===== config.mk =====
export PLATFORM = sky130hd
export DESIGN_NAME = fetch_unit_flat
export DESIGN_NICKNAME = d
export VERILOG_FILES = /design/src/rtl/fetch_unit_if.sv /design/src/rtl/fetch_unit.sv /design/src/flat_wrapper.sv
export SDC_FILE = /design/constraint.sdc
export NUM_CORES = 1
export LEC_CHECK = 0
export CAP_MARGIN = 20
export CELL_PAD_IN_SITES_DETAIL_PLACEMENT = 1
export CELL_PAD_IN_SITES_GLOBAL_PLACEMENT = 2
export CORE_MARGIN = 3
export CORE_UTILIZATION = 29
export DETAILED_ROUTE_END_ITERATION = 16
export PLACE_DENSITY = 0.86
export RECOVER_POWER = 25
export SLEW_MARGIN = 20
export SYNTH_ARGS = -nofsm -noshare
export SYNTH_HDL_FRONTEND = slang
export SYNTH_SLANG_ARGS = --single-unit
export TNS_END_PERCENT = 50

===== constraint.sdc =====
create_clock -name clk -period 4.9 [get_ports clk]
set_input_delay 1.47 -clock clk [delete_from_list [all_inputs] [get_ports clk]]
set_output_delay 1.47 -clock clk [all_outputs]
set_load 0.01 [all_outputs]

===== src/rtl/fetch_unit_if.sv =====
// ---------------------------------------------------------------------------
// fetch_unit_if
// Instruction-memory read bus between the fetch unit and instruction memory.
//   imem_req   : fetch side requests a read (held until acked)
//   imem_addr  : word-aligned read address
//   imem_ack   : memory returns imem_rdata this cycle
//   imem_rdata : instruction word, meaningful only with imem_ack=1
// The fetch unit is the master; the memory (or a bench model) is the slave.
// ---------------------------------------------------------------------------
interface fetch_unit_if;
  logic        imem_req;
  logic [31:0] imem_addr;
  logic        imem_ack;
  logic [31:0] imem_rdata;

  modport master (
    output imem_req,
    output imem_addr,
    input  imem_ack,
    input  imem_rdata
  );

  modport slave (
    input  imem_req,
    input  imem_addr,
    output imem_ack,
    output imem_rdata
  );
endinterface


===== src/rtl/fetch_unit.sv =====
// ---------------------------------------------------------------------------
// fetch_unit
// Fetches one instruction at a time from instruction memory, holds it in the
// instruction register until the execute stage retires it, then computes the
// next pc (sequential, jump or taken branch) and fetches again.
//
// Ports:
//   clk, rst_n   : clock, asynchronous active-low reset
//   imem         : instruction-memory bus (fetch_unit_if.master)
//   instr_valid  : ir holds an instruction ready for decode/execute
//   instr_ready  : execute retires the current instruction this cycle
//   jump, branch : next-pc selection from control, sampled on retire only
//   op, func     : ir[31:26], ir[5:0]
//   rs, rt, rd   : ir[25:21], ir[20:16], ir[15:11]
//   imm16        : ir[15:0]
//   pc           : address of the instruction held in ir
//   retired      : free-running count of retired instructions (wraps)
// ---------------------------------------------------------------------------
module fetch_unit #(
  parameter logic [31:0] RESET_PC = 32'h0000_0000
) (
  input  logic        clk,
  input  logic        rst_n,
  fetch_unit_if.master imem,
  output logic        instr_valid,
  input  logic        instr_ready,
  input  logic        jump,
  input  logic        branch,
  output logic [5:0]  op,
  output logic [5:0]  func,
  output logic [4:0]  rs,
  output logic [4:0]  rt,
  output logic [4:0]  rd,
  output logic [15:0] imm16,
  output logic [31:0] pc,
  output logic [31:0] retired
);

  typedef enum logic [1:0] {
    IDLE  = 2'd0,
    FETCH = 2'd1,
    ISSUE = 2'd2
  } state_t;

  // Low address bits are ignored so fetches are always word aligned.
  localparam logic [31:0] RESET_PC_ALIGNED = {RESET_PC[31:2], 2'b00};

  state_t      state_q, state_d;
  logic [31:0] pc_q, pc_d;
  logic [31:0] ir_q, ir_d;
  logic [31:0] retired_q, retired_d;
  logic        imem_req_q, imem_req_d;
  logic        instr_valid_q, instr_valid_d;

  logic [31:0] pc4;
  logic [31:0] branch_offset;
  logic [31:0] next_pc;

  // Next-pc candidates; jump wins over branch. Both targets keep bits [1:0]
  // at zero because pc is aligned and offsets are shifted by two.
  always_comb begin
    pc4           = pc_q + 32'd4;
    branch_offset = {{14{ir_q[15]}}, ir_q[15:0], 2'b00};
    if (jump) begin
      next_pc = {pc4[31:28], ir_q[25:0], 2'b00};
    end else if (branch) begin
      next_pc = pc4 + branch_offset;
    end else begin
      next_pc = pc4;
    end
  end

  // State transitions and datapath updates. The handshake outputs are
  // computed from the next state so they can be registered and still line
  // up with the state they describe.
  always_comb begin
    state_d   = state_q;
    pc_d      = pc_q;
    ir_d      = ir_q;
    retired_d = retired_q;
    case (state_q)
      IDLE: begin
        state_d = FETCH;
      end
      FETCH: begin
        if (imem.imem_ack) begin
          ir_d    = imem.imem_rdata;
          state_d = ISSUE;
        end
      end
      ISSUE: begin
        if (instr_ready) begin
          retired_d = retired_q + 32'd1;
          pc_d      = next_pc;
          state_d   = FETCH;
        end
      end
      default: begin
        state_d = IDLE;
      end
    endcase
    imem_req_d    = (state_d == FETCH);
    instr_valid_d = (state_d == ISSUE);
  end

  always_ff @(posedge clk or negedge rst_n) begin
    if (!rst_n) begin
      state_q       <= IDLE;
      pc_q          <= RESET_PC_ALIGNED;
      ir_q          <= 32'd0;
      retired_q     <= 32'd0;
      imem_req_q    <= 1'b0;
      instr_valid_q <= 1'b0;
    end else begin
      state_q       <= state_d;
      pc_q          <= pc_d;
      ir_q          <= ir_d;
      retired_q     <= retired_d;
      imem_req_q    <= imem_req_d;
      instr_valid_q <= instr_valid_d;
    end
  end

  assign imem.imem_req  = imem_req_q;
  assign imem.imem_addr = pc_q;
  assign instr_valid    = instr_valid_q;
  assign op             = ir_q[31:26];
  assign rs             = ir_q[25:21];
  assign rt             = ir_q[20:16];
  assign rd             = ir_q[15:11];
  assign func           = ir_q[5:0];
  assign imm16          = ir_q[15:0];
  assign pc             = pc_q;
  assign retired        = retired_q;

endmodule


===== src/flat_wrapper.sv =====
// flat-port wrapper written by rule: the top's interface ports become plain ports
module fetch_unit_flat 
#(
  parameter logic [31:0] RESET_PC = 32'h0000_0000
)
  (clk, rst_n, instr_valid, instr_ready, jump, branch, op, func, rs, rt, rd, imm16, pc, retired, imem_imem_req, imem_imem_addr, imem_imem_ack, imem_imem_rdata);
  fetch_unit_if imem_i ();
  input  logic clk;
  input  logic rst_n;
  output logic instr_valid;
  input  logic instr_ready;
  input  logic jump;
  input  logic branch;
  output logic [5:0] op;
  output logic [5:0] func;
  output logic [4:0] rs;
  output logic [4:0] rt;
  output logic [4:0] rd;
  output logic [15:0] imm16;
  output logic [31:0] pc;
  output logic [31:0] retired;
  output wire logic [$bits(imem_i.imem_req)-1:0] imem_imem_req;
  output wire logic [$bits(imem_i.imem_addr)-1:0] imem_imem_addr;
  input wire logic [$bits(imem_i.imem_ack)-1:0] imem_imem_ack;
  input wire logic [$bits(imem_i.imem_rdata)-1:0] imem_imem_rdata;
  assign imem_imem_req = imem_i.imem_req;
  assign imem_imem_addr = imem_i.imem_addr;
  assign imem_i.imem_ack = imem_imem_ack;
  assign imem_i.imem_rdata = imem_imem_rdata;
  fetch_unit #(.RESET_PC(RESET_PC)) u_core (.clk(clk), .rst_n(rst_n), .imem(imem_i), .instr_valid(instr_valid), .instr_ready(instr_ready), .jump(jump), .branch(branch), .op(op), .func(func), .rs(rs), .rt(rt), .rd(rd), .imm16(imm16), .pc(pc), .retired(retired));
endmodule

# Word-level counts from Yosys, hierarchy flattened

Cells that the tools add are included.

Register bits after elaboration: 100
Input port bits: 38
Output and inout bits: 141
Word-level logic and storage cells: 21

Add/sub/neg operators: 3
Equality and inequality tests: 4
Multiplexer cells: 5
Reductions and logical operators: 3

Operator list:

| kind                                                                  | number |
|---|---|
| 32-bit two-way mux                                                    | 2 |
| 32-bit by 1-bit adder with 32-bit output, second input constant       | 1 |
| 32-bit by 3-bit adder with 32-bit output, second input constant       | 1 |
| 32-bit adder                                                          | 1 |
| 2-bit case mux with 3 select lines                                    | 1 |
| 2-bit by 1-bit equality test with 1-bit output, second input constant | 2 |
| 2-bit equality test, second input constant                            | 2 |
| 2-bit two-way mux                                                     | 2 |
| 2-bit AND reduction                                                   | 2 |
| 2-bit logical NOT                                                     | 1 |

# Depth between registers and ports, before layout

Depth in word-level cells: 4
Depth in mapped cells: 19
Mapped depth without buffers: 18

# Worst setup path after synthesis

No wires, ideal clock.

Kind: register to register
From: reg u_core.pc_q[8], in the netlist u_core.imem.imem_addr[8]
To: reg u_core.pc_q[31], in the netlist u_core.imem.imem_addr[31]
Library setup time: 0.079 ns
Data arrival time: 3.719 ns
Slack: 1.101 ns
Stages on the path, launching flop included: 19
Clock period less this slack: 3.799 ns
Cell sequence: dfrtp_1 -> and4_1 -> and3_4 -> and3_4 -> nand2_2 -> or4_4 -> xnor2_1 -> ha_1 -> clkbuf_1 -> a21oi_1 -> o21bai_1 -> o21bai_1 -> nand3_1 -> a21oi_1 -> o22ai_1 -> xor2_1 -> or3_1 -> a21oi_2 -> xor2_1

Word-level cells in the longest chain between the ends: 4

RTL lines:

| item                                       | line              | source |
|---|---|---|
| from (decl)                                | fetch_unit.sv:49  | `logic [31:0] pc_q, pc_d;` |
| from (signal assigned)                     | fetch_unit.sv:116 | `pc_q <= pc_d;` |
| 32-bit by 3-bit adder with 32-bit output * | fetch_unit.sv:62  | `pc4 = pc_q + 32'd4;` |
| 32-bit adder                               | fetch_unit.sv:67  | `next_pc = pc4 + branch_offset;` |
| 32-bit two-way mux                         | fetch_unit.sv:66  | `end else if (branch) begin` |
| 32-bit two-way mux *                       | fetch_unit.sv:64  | `if (jump) begin` |

Mark *: on every way between the ends. The rest lies on a longest branch, timed or not.
A chain may end at the register's enable or synchronous reset.

# Worst setup path in the final report

From: reg u_core.pc_q[4], in the netlist u_core.imem.imem_addr[4]
To: reg u_core.pc_q[24], in the netlist u_core.imem.imem_addr[24]

Word-level cells in the longest chain between the ends: 4

RTL lines:

| item                                       | line |
|---|---|
| 32-bit by 3-bit adder with 32-bit output * | fetch_unit.sv:62 |
| 32-bit adder                               | fetch_unit.sv:67 |
| 32-bit two-way mux *                       | fetch_unit.sv:66 |
| 32-bit two-way mux *                       | fetch_unit.sv:64 |

Marked as above.

==> flow_metrics.env <==
export IMPL_cpMostUsedCell="a21oi_1"
export IMPL_holdBufCountCts=0
export IMPL_ys_warn_count=0
export IMPL_numCtsBuffers=9
export IMPL_async_flop_share=1.00
export IMPL_cts_tree="built"
export IMPL_ys_types=62
export IMPL_clk_insertion_delay_late_ns=0.36
export IMPL_reg2reg_depth=15
export IMPL_start_util=0.298
export IMPL_overflow=0
export IMPL_drv_cap=1
export IMPL_status="complete, but fails checks"
export IMPL_drtPass1Iterations=4
export IMPL_setup_slack_ns=0.622
export IMPL_port_buffers=174
export IMPL_io_pins=179
export IMPL_drt_iter0_drc=335
export IMPL_antenna_found_initial=1
export IMPL_cp_end_kind="flip-flop"
export IMPL_crit_slowest_cell="dfrtp_1"
export IMPL_path_class="flip-flop to flip-flop"
export IMPL_timing_critical_path_slowest_cell_delay_ns=0.52
export IMPL_preCtsSetupSlack_ns=0.692
export IMPL_synth_area_mm2=0.00681
export IMPL_grt_use_total=0.178
export IMPL_synth_most_common_cell="dfrtp_1"
export IMPL_filler_cell_count=2660
export IMPL_grt_max_degree=69
export IMPL_htreeDepth=3
export IMPL_vias=6016
export IMPL_dp_hpwl_mm=17.2
export IMPL_drv_slew=69
export IMPL_synth_area_leaders="dfrtp_1 (36%), xnor2_1 (7.6%), ha_1 (7.0%)"
export IMPL_hp_class="flip-flop to flip-flop"
export IMPL_ir_drop_uv=294
export IMPL_via_per_inst=5.03
export IMPL_finalInstanceArea_mm2=0.00888
export IMPL_worst_ep_required_time_ns=5.15
export IMPL_synth_top_area_frac=0.360
export IMPL_final_antenna_net_count=0
export IMPL_syn_area_per_cell_um2=9.09
export IMPL_die_area_mm2=0.0254
export IMPL_syn_to_final_growth_pct=30.4
export IMPL_synth_cells=750
export IMPL_min_period_ns=4.28
export IMPL_fin_setup_tns_ns=0
export IMPL_setup_viol=0
export IMPL_antennaDiodeCount=0
export IMPL_finalHoldViolCount=0
export IMPL_cts_clk_slew_worst_paths_ns=0.08
export IMPL_cts_buffer_depth=2
export IMPL_dieHeight_um=159
export IMPL_worstPathMaxFanout=9
export IMPL_max_freq_mhz=234
export IMPL_clock_skew_ns=0.00679
export IMPL_synthTopCellsByCount="dfrtp_1 (98), nand2_1 (82), xnor2_1 (59)"
export IMPL_startpoint_type="flip-flop"
export IMPL_cts_root_buf="clkbuf_16"
export IMPL_grt_pass1_vias=6413
export IMPL_holdPathStages=1
export IMPL_synth_seq_cells=98
export IMPL_postLayoutCoreUtil=0.389
export IMPL_synth_edf_count=0
export IMPL_synth_flop_cell="dfrtp_1"
export IMPL_route_detailed_drc=0
export IMPL_slew_limit_headroom=-0.203
export IMPL_postCtsSetupBuffers=0
export IMPL_cts_resized=0
export IMPL_dp_cells=1180
export IMPL_violations="max-capacitance violations, max-slew violations"
export IMPL_cts_num_sinks=98
export IMPL_wl_mm=22.4
export IMPL_die_x_um=159
export IMPL_gp_congestion=0.882
export IMPL_timing_hold_ws_ns=0.477
export IMPL_p_per_area_mw_per_mm2=711
export IMPL_core_mm2=0.0228
export IMPL_rsz0062_at_grt="false"
export IMPL_drive_gt1_frac=0.0838
export IMPL_grt_pass1_wl_mm=36.6
export IMPL_rows=55
export IMPL_crit_chain="and4_1 > and2b_1 > nand3_1 > xnor2_1 > ha_1 > a21oi_1 > o21bai_1 > a211o_1 > a21oi_1 > o21ai_0 > a21oi_1 > o211ai_1 > o41ai_1 > a21oi_1 > o221a_1"
export IMPL_nets=955
export IMPL_p_leak_nw=3.72
export IMPL_p_total_mw=6.32
export IMPL_yosysTopAreaCell="dfrtp_1"
export IMPL_yosysSeqAreaShare=0.360
export IMPL_avgRoutedWirePerCell_um=18.7
export IMPL_worstPathArrival_ns=4.53
export IMPL_finalNonFillerCells=1196
export IMPL_fin_crit_sh=0.873
export IMPL_placed_area_mm2=0.00859
export IMPL_worst_slew_pin_slew_ns=1.80
[critical path: cells and delay by family, from the launching register on]
kind,cells,cell delay [ns]
simple gates,3,0.90
fa+ha+maj,1,0.34
compound gates,10,2.08
xor+xnor,1,0.33
flops,1,0.52
[power breakdown]
group | leakage (nW) | switching, mW | total [mW] | internal (mW)
registers | 1.23 | 0.442 | 1.53 | 1.09
logic | 2.34 | 2.07 | 4.05 | 1.98
clock network | 0.145 | 0.356 | 0.737 | 0.381
total | 3.72 | 2.87 | 6.32 | 3.45
[metal layers]
metal	track usage	vias up	part of all wire
li1	-	2866	-
met1	0.242	2990	0.47
met2	0.299	135	0.48
met3	0.0216	23	0.035
met4	0.0525	2	0.017
met5	0	-	0.00036
[layout make-up]
cell class | instances | area [um^2] | share of cell area
sequential | 98 | 2450 | 0.276
tap | 313 | 392 | 0.0441
inverter | 15 | 56.3 | 0.00634
clock inverter | 5 | 45.0 | 0.00507
multi-input combinational | 567 | 3850 | 0.434
clock buffer | 11 | 253 | 0.0285
timing repair buffer | 187 | 1830 | 0.206
[final timing paths]
path,slack (ns),end,start
setup / recovery,0.62,u_core.imem.imem_addr[24],u_core.imem.imem_addr[4]
min in group asynchronous,1.58,u_core.retired[31],rst_n
hold / removal,0.48,u_core.retired[31],u_core.retired[31]
max in group asynchronous,1.74,u_core.retired[4],rst_n
hold reg to reg,0.48,u_core.retired[31],u_core.retired[31]
setup reg to reg,0.62,u_core.imem.imem_addr[24],u_core.imem.imem_addr[4]
[kinds of logic after synthesis]
family	count (synthesis)	share of synthesized area
other cells	1	0.000550
fa+ha+maj	39	0.0727
simple gates	232	0.167
xor+xnor	83	0.107
compound gates	170	0.154
buf+inv	88	0.0762
mux	39	0.0632
flops	98	0.360
[sequential cells by signal, summed over array words and instances, names as in the netlist]
signal / flops
u_core.imem.imem_addr: 30
u_core.instr_valid: 1
u_core.retired: 32
u_core.ir_q: 32
u_core.imem.imem_req: 1
u_core.state_q: 2
[cell usage in the layout (no fill, tap or decap), types with 3 or more instances in the layout]
cell type and n:
o22ai_1 4, clkdlybuf4s50_1 172, o21ai_0 45, o211ai_1 8, nand4_1 20, o21bai_1 7, xor2_1 24, nor2b_1 3
a31oi_1 5, and3_1 10, nand2_1 82, mux2_2 32, and2_1 4, ha_1 38, dfrtp_1 98, xnor2_1 59
conb_1 4, nor3_1 8, nor2_1 49, a21oi_1 50, nand3_1 29, a211oi_1 9, and4_1 4, inv_1 15
mux2i_1 7, a21o_1 19, buf_4 12, o21ai_1 3, or3_1 6, clkbuf_16 9
(Power assumes the default switching activity.)
